## src/rtl/spi_txn_scheduler.sv

```systemverilog
// spi_txn_scheduler
//   Queues SPI transaction requests (target slave index) and launches them one
//   at a time into a downstream SPI master. The downstream slave selects are
//   monitored to detect start, inter-element gaps and end of each transaction.
//
// Ports
//   clk                clock, rising edge
//   reset_n            asynchronous active-low reset
//   req_valid          upstream request valid
//   req_slave          binary slave index of the request
//   req_ready          queue can accept (not full)
//   start_transaction  one-cycle launch pulse to the SPI master
//   slave              binary index of the launched slave (held until next pop)
//   ss_n               slave selects from the SPI master (monitor only)
//   busy               FSM not in IDLE
//   done               one-cycle pulse at transaction completion
//   error              sticky error flag
//   err_clr            synchronous clear of error (a same-cycle set wins)
//   fifo_level         current queue occupancy
//
// Build option
//   SPI_TXN_SCHEDULER_WATCHDOG_EN : when defined, WAIT_SELECT is bounded by
//   START_TIMEOUT cycles; expiry flags error and returns to IDLE without done.
//
// state       | meaning
// ------------+-------------------------------------------------------------
// IDLE        | waiting for a queued request; pops head onto slave
// LAUNCH      | start_transaction asserted for this single cycle
// WAIT_SELECT | waiting for the master to pull any ss_n low
// ACTIVE      | selects asserted; stray selects flag error
// QUIET       | all selects high; counting toward end of transaction

module spi_txn_scheduler #(
  parameter int NUMBER_OF_SLAVES = 2,
  parameter int FIFO_DEPTH       = 4,
  parameter int QUIET_CYCLES     = 4,
  parameter int START_TIMEOUT    = 16
) (
  input  logic                                clk,
  input  logic                                reset_n,
  input  logic                                req_valid,
  input  logic [NUMBER_OF_SLAVES-1:0]         req_slave,
  output logic                                req_ready,
  output logic                                start_transaction,
  output logic [NUMBER_OF_SLAVES-1:0]         slave,
  input  logic [NUMBER_OF_SLAVES-1:0]         ss_n,
  output logic                                busy,
  output logic                                done,
  output logic                                error,
  input  logic                                err_clr,
  output logic [$clog2(FIFO_DEPTH+1)-1:0]     fifo_level
);

  localparam int PW = $clog2(FIFO_DEPTH);
  localparam int LW = $clog2(FIFO_DEPTH + 1);
  localparam int QW = $clog2(QUIET_CYCLES + 1);

  typedef enum logic [2:0] {
    S_IDLE,
    S_LAUNCH,
    S_WAIT_SELECT,
    S_ACTIVE,
    S_QUIET
  } state_t;

  // ---------------------------------------------------------------------------
  // Request queue
  // ---------------------------------------------------------------------------
  logic [NUMBER_OF_SLAVES-1:0] mem [FIFO_DEPTH];
  logic [PW-1:0]               wr_ptr;
  logic [PW-1:0]               rd_ptr;
  logic [LW-1:0]               count;
  logic                        full;
  logic                        empty;
  logic                        req_bad;
  logic                        push;
  logic                        bad_req;
  logic                        pop;

  assign full      = (count == LW'(FIFO_DEPTH));
  assign empty     = (count == '0);
  assign req_ready = !full;
  assign req_bad   = (int'(req_slave) >= NUMBER_OF_SLAVES);
  // Out-of-range requests complete the handshake but are dropped.
  assign push      = req_valid && !full && !req_bad;
  assign bad_req   = req_valid && !full && req_bad;
  assign fifo_level = count;

  always_ff @(posedge clk) begin
    if (push) begin
      mem[wr_ptr] <= req_slave;
    end
  end

  always_ff @(posedge clk or negedge reset_n) begin
    if (!reset_n) begin
      wr_ptr <= '0;
      rd_ptr <= '0;
      count  <= '0;
    end else begin
      if (push) begin
        wr_ptr <= wr_ptr + PW'(1);
      end
      if (pop) begin
        rd_ptr <= rd_ptr + PW'(1);
      end
      if (push && !pop && !full) begin
        count <= count + LW'(1);
      end else if (pop && !push && !empty) begin
        count <= count - LW'(1);
      end
    end
  end

  // ---------------------------------------------------------------------------
  // Sequencing FSM
  // ---------------------------------------------------------------------------
  state_t                      state;
  state_t                      state_nxt;
  logic [QW-1:0]               quiet_cnt;
  logic [QW-1:0]               quiet_nxt;
  logic                        fsm_err;
  logic                        ss_idle;
  logic                        stray_sel;
  logic [NUMBER_OF_SLAVES-1:0] sel_mask;

`ifdef SPI_TXN_SCHEDULER_WATCHDOG_EN
  localparam int WW = $clog2(START_TIMEOUT + 1);
  logic [WW-1:0] wd_cnt;
  logic [WW-1:0] wd_nxt;
`endif

  assign ss_idle = &ss_n;
  assign busy    = (state != S_IDLE);

  always_comb begin
    sel_mask = '0;
    for (int i = 0; i < NUMBER_OF_SLAVES; i++) begin
      sel_mask[i] = (int'(slave) == i);
    end
  end

  // Any asserted select other than the launched slave's own bit.
  assign stray_sel = |(~ss_n & ~sel_mask);

  always_comb begin
    state_nxt         = state;
    quiet_nxt         = quiet_cnt;
    pop               = 1'b0;
    done              = 1'b0;
    start_transaction = 1'b0;
    fsm_err           = 1'b0;
`ifdef SPI_TXN_SCHEDULER_WATCHDOG_EN
    wd_nxt            = wd_cnt;
`endif
    case (state)
      S_IDLE: begin
        if (!empty) begin
          pop       = 1'b1;
          state_nxt = S_LAUNCH;
        end
      end
      S_LAUNCH: begin
        start_transaction = 1'b1;
        state_nxt         = S_WAIT_SELECT;
`ifdef SPI_TXN_SCHEDULER_WATCHDOG_EN
        wd_nxt            = '0;
`endif
      end
      S_WAIT_SELECT: begin
`ifdef SPI_TXN_SCHEDULER_WATCHDOG_EN
        if (!ss_idle) begin
          state_nxt = S_ACTIVE;
        end else if (wd_cnt >= WW'(START_TIMEOUT - 1)) begin
          // Master never selected a slave: abandon without done.
          fsm_err   = 1'b1;
          state_nxt = S_IDLE;
        end else begin
          wd_nxt = wd_cnt + WW'(1);
        end
`else
        if (!ss_idle) begin
          state_nxt = S_ACTIVE;
        end
`endif
      end
      S_ACTIVE: begin
        if (stray_sel) begin
          fsm_err = 1'b1;
        end
        if (ss_idle) begin
          state_nxt = S_QUIET;
          quiet_nxt = QW'(1);
        end
      end
      S_QUIET: begin
        if (!ss_idle) begin
          // Gap between elements of the same transaction.
          state_nxt = S_ACTIVE;
        end else if (quiet_cnt >= QW'(QUIET_CYCLES)) begin
          done      = 1'b1;
          state_nxt = S_IDLE;
          quiet_nxt = '0;
        end else begin
          quiet_nxt = quiet_cnt + QW'(1);
        end
      end
      default: begin
        state_nxt = S_IDLE;
      end
    endcase
  end

  always_ff @(posedge clk or negedge reset_n) begin
    if (!reset_n) begin
      state     <= S_IDLE;
      quiet_cnt <= '0;
      slave     <= '0;
      error     <= 1'b0;
    end else begin
      state     <= state_nxt;
      quiet_cnt <= quiet_nxt;
      if (pop) begin
        slave <= mem[rd_ptr];
      end
      if (bad_req || fsm_err) begin
        error <= 1'b1;
      end else if (err_clr) begin
        error <= 1'b0;
      end
    end
  end

`ifdef SPI_TXN_SCHEDULER_WATCHDOG_EN
  always_ff @(posedge clk or negedge reset_n) begin
    if (!reset_n) begin
      wd_cnt <= '0;
    end else begin
      wd_cnt <= wd_nxt;
    end
  end
`endif

endmodule
```

## config.mk

```make
export PLATFORM = sky130hd
export DESIGN_NAME = spi_txn_scheduler
export DESIGN_NICKNAME = d
export VERILOG_FILES = /design/src/rtl/spi_txn_scheduler.sv
export SDC_FILE = /design/constraint.sdc
export NUM_CORES = 1
export LEC_CHECK = 0
export ABC_AREA = 1
export CORE_ASPECT_RATIO = 1.75
export CORE_MARGIN = 1.5
export CORE_UTILIZATION = 35
export CTS_BUF_LIST = sky130_fd_sc_hd__clkbuf_4
export DETAILED_ROUTE_END_ITERATION = 10
export GPL_ROUTABILITY_DRIVEN = 0
export GPL_TIMING_DRIVEN = 0
export SLEW_MARGIN = 20
export SYNTH_ARGS = -nofsm -noshare
export SYNTH_HDL_FRONTEND = slang
export SYNTH_SLANG_ARGS = --single-unit
```

## constraint.sdc

```tcl
create_clock -name clk -period 2.15 [get_ports clk]
set_input_delay 0.43 -clock clk [delete_from_list [all_inputs] [get_ports clk]]
set_output_delay 0.43 -clock clk [all_outputs]
set_load 0.005 [all_outputs]
```

==> results summary <==
The flow ran to the end, and the final reports show no timing, DRC or antenna violations. The number of maximum-capacitance constraint violations came out at 0. In the final layout, the share of cells above drive strength 1 is 0.181. The analysis attributes to cell leakage a power of 0.705 nW. The class of the worst hold path is register to register. The sum of overflow across all layers after global routing is 0. The part of the Yosys area used for sequential elements came out at 0.497.

The width of the die is 48.9 µm. The iteration-0 DRC count of the detailed router is 6. The buffers inserted during post-CTS setup optimization is 0.

The number of flip-flops and latches in the synthesized netlist is 24. The worst-path maximum fanout came out at 5. The number of antenna-violating nets in the routed design came out at 0. Of the available clock period, the critical path in the final layout requires 0.904. The tree built by TritonCTS fans out to 24 sinks. The maximum operating frequency is 514 MHz. The number of buffers between clock root and the deepest sink is 2. The initialized floorplan defines 29 standard-cell rows. The clock latency of the later-clocked register in the worst-skew pair came out at 0.30 ns. The die area is 4070 µm². The net count after synthesis came out at 154. The global-route total usage across every layer is 0.131.

The total of warnings raised by yosys came out at 0. The top-level I/O count is 18. The maximum level of the CTS H-tree is 1.

The antenna diode instance count came out at 0. The library cells used most frequently in the layout, excluding fill and tap cells, are sky130_fd_sc_hd__inv_1, sky130_fd_sc_hd__nor2_1, sky130_fd_sc_hd__nand2_1, sky130_fd_sc_hd__dfrtp_1, sky130_fd_sc_hd__clkdlybuf4s50_1. The final net count is 176. TritonCTS created 3 clock buffers.

The critical path is of the register to output port type. The maximum number of pins on one net before global-route repair came out at 17. The distinct cell type count after synthesis is 25. TritonCTS built the clock tree. The data required time at the worst endpoint came out at 1.72 ns. After detailed routing, the average wire length per cell comes to 11.3 µm. The final clock skew is 0.00262 ns. The transition time of the tightest slew-check pin is 0.765 ns.

The total of hold buffers inserted after clock tree synthesis came out at 0. The clock transition time at the flip-flop clock pins of the worst setup and hold paths came out at 0.13 ns. Setup repair after global routing left no endpoint under its margin. For this configuration, the core starts out at a cell density of 0.362. The layout-stage area growth over the synthesis result came out at 20.8%. In this run the tightest slew margin relative to its limit is 0.489.

The number of antenna violations at the first check in global routing came out at 0. The count of endpoints failing hold in the final timing report came out at 0. STA classifies the critical path startpoint as a register.

The design draws 0.00208 W. The library cell used most frequently in the layout, excluding fill and tap cells, is sky130_fd_sc_hd__inv_1. Port buffering added 17 buffers. After floorplanning, the core was sized to cover 3560 µm².

The clock period could shrink to 1.94 ns. Data arrives at the worst endpoint at 1.51 ns. The routed wire length is 2.32 mm. The ratio of total power to cell area came out at 1340 nW/µm².

The endpoint class of the critical path is an output port. The final setup violation count is 0. The number of pins with negative max-slew slack in the final report came to 0. The number of placed instances, taps included, is 202. The total of fill cells in the finished design is 380. In this run the clock root is driven by a sky130_fd_sc_hd__clkbuf_4. The number of iterations in the first detailed-routing pass is 3. The final hold slack is 0.549 ns. The via count is 968.

The via count of the first global-routing pass is 996. The height of the chip came out at 83.3 µm. The gate count after technology mapping came out at 139. After synthesis, the mean cell area works out to 9.27 µm². The first global-routing pass estimated 4.26 mm of wire. The maximum VDD drop is 736 µV. The estimated wirelength of the detail-placed design came out at 1.89 mm. The detailed-route vias per instance came out at 4.70. The final cell count without fillers came out at 206. The final routed DRC violation total came out at 0.

Summing every instance area after synthesis gives 1290 µm².
-- routing by layer --
metal | vias to the layer above | wire, µm | global-route usage
li1 | 492 | - | -
met1 | 457 | 970 | 0.150
met2 | 15 | 1230 | 0.233
met3 | 4 | 66 | 0.0198
met4 | 0 | 54 | 0.0623
met5 | - | 0 | 0
-- worst max-delay path: stages (launching register included) --
cell                              delay, ns
sky130_fd_sc_hd__dfrtp_1               0.45
sky130_fd_sc_hd__inv_2                 0.11
sky130_fd_sc_hd__nand3_1               0.07
sky130_fd_sc_hd__inv_1                 0.08
sky130_fd_sc_hd__clkdlybuf4s50_1       0.50
-- flip-flops by register name, indices dropped and copies added (netlist names) --
register,cells
rd_ptr,2
error,1
slave,2
mem,8
wr_ptr,2
state,3
fifo_level,3
quiet_cnt,3
-- synthesized netlist by cell type, drive strengths merged --
library cell | count | area [µm²]
a21oi | 4 | 27.5
dfrtp | 16 | 400
edfxtp | 8 | 240
fa | 1 | 20.0
ha | 6 | 75.1
inv | 24 | 90.1
nand2 | 26 | 128
nand3 | 8 | 62.6
nand3b | 1 | 11.3
nand4 | 2 | 12.5
nor2 | 20 | 92.6
nor3 | 2 | 10.0
o21ai | 17 | 85.1
o21bai | 1 | 7.51
o221ai | 1 | 8.76
xor2 | 2 | 17.5
-- cell type report --
type / instances / area [µm²] / area share
sequential: 24 / 641 / 0.412
multi-input combinational: 91 / 566 / 0.363
timing repair buffer: 17 / 173 / 0.111
inverter: 24 / 90.1 / 0.0579
tap: 46 / 57.6 / 0.0370
clock buffer: 4 / 30.0 / 0.0193
-- timing repair --
item | 4_1_cts | 5_1_grt
gates resized for setup | 2 | 1
setup endpoints to repair | 1 | 1
endpoints found under the hold margin | 0 | 0
-- metrics by stage --
stage	utilization	setup TNS (ns)	worst slack [ns]	instance area (µm²)
after floorplan	-	0	0.548	1290
after global placement	0.426	-0.0344	-0.0344	1520
after detailed placement	0.426	-0.0328	-0.0328	1520
after CTS	0.437	0	0.0197	1550
after global routing	0.438	0	0.0875	1560
final	0.438	0	0.206	1560
-- kinds of logic after synthesis --
kind of cell / synth area share
AO/OA/AOI/OAI: 0.100
XOR/XNOR: 0.0136
adder cells (fa/ha/maj): 0.0738
buffers and inverters: 0.0699
flip-flops: 0.497
AND/OR/NAND/NOR: 0.246
-- final timing paths --
| kind | startpoint | to | slack (ns) | cells past startpoint |
|---|---|---|---|---|
| worst max-delay path | state[1] | start_transaction | 0.21 | 4 |
| worst min-delay path | rd_ptr[1] | rd_ptr[1] | 0.55 | 1 |
| worst max register to register | fifo_level[0] | fifo_level[2] | 0.41 | 9 |
| worst min register to register | rd_ptr[1] | rd_ptr[1] | 0.55 | 1 |
| max in group asynchronous | reset_n | rd_ptr[0] | 1.12 | 1 |
| min in group asynchronous | reset_n | rd_ptr[1] | 0.56 | 1 |
-- report_power, final --
group	switching, W	internal (W)	leakage, nW
combinational	0.000607	0.000466	0.418
clock	0.000128	0.0000848	0.0184
sequential	0.000155	0.000642	0.269
total	0.000890	0.00119	0.705
No activity file was read; power rests on OpenSTA's default activity.
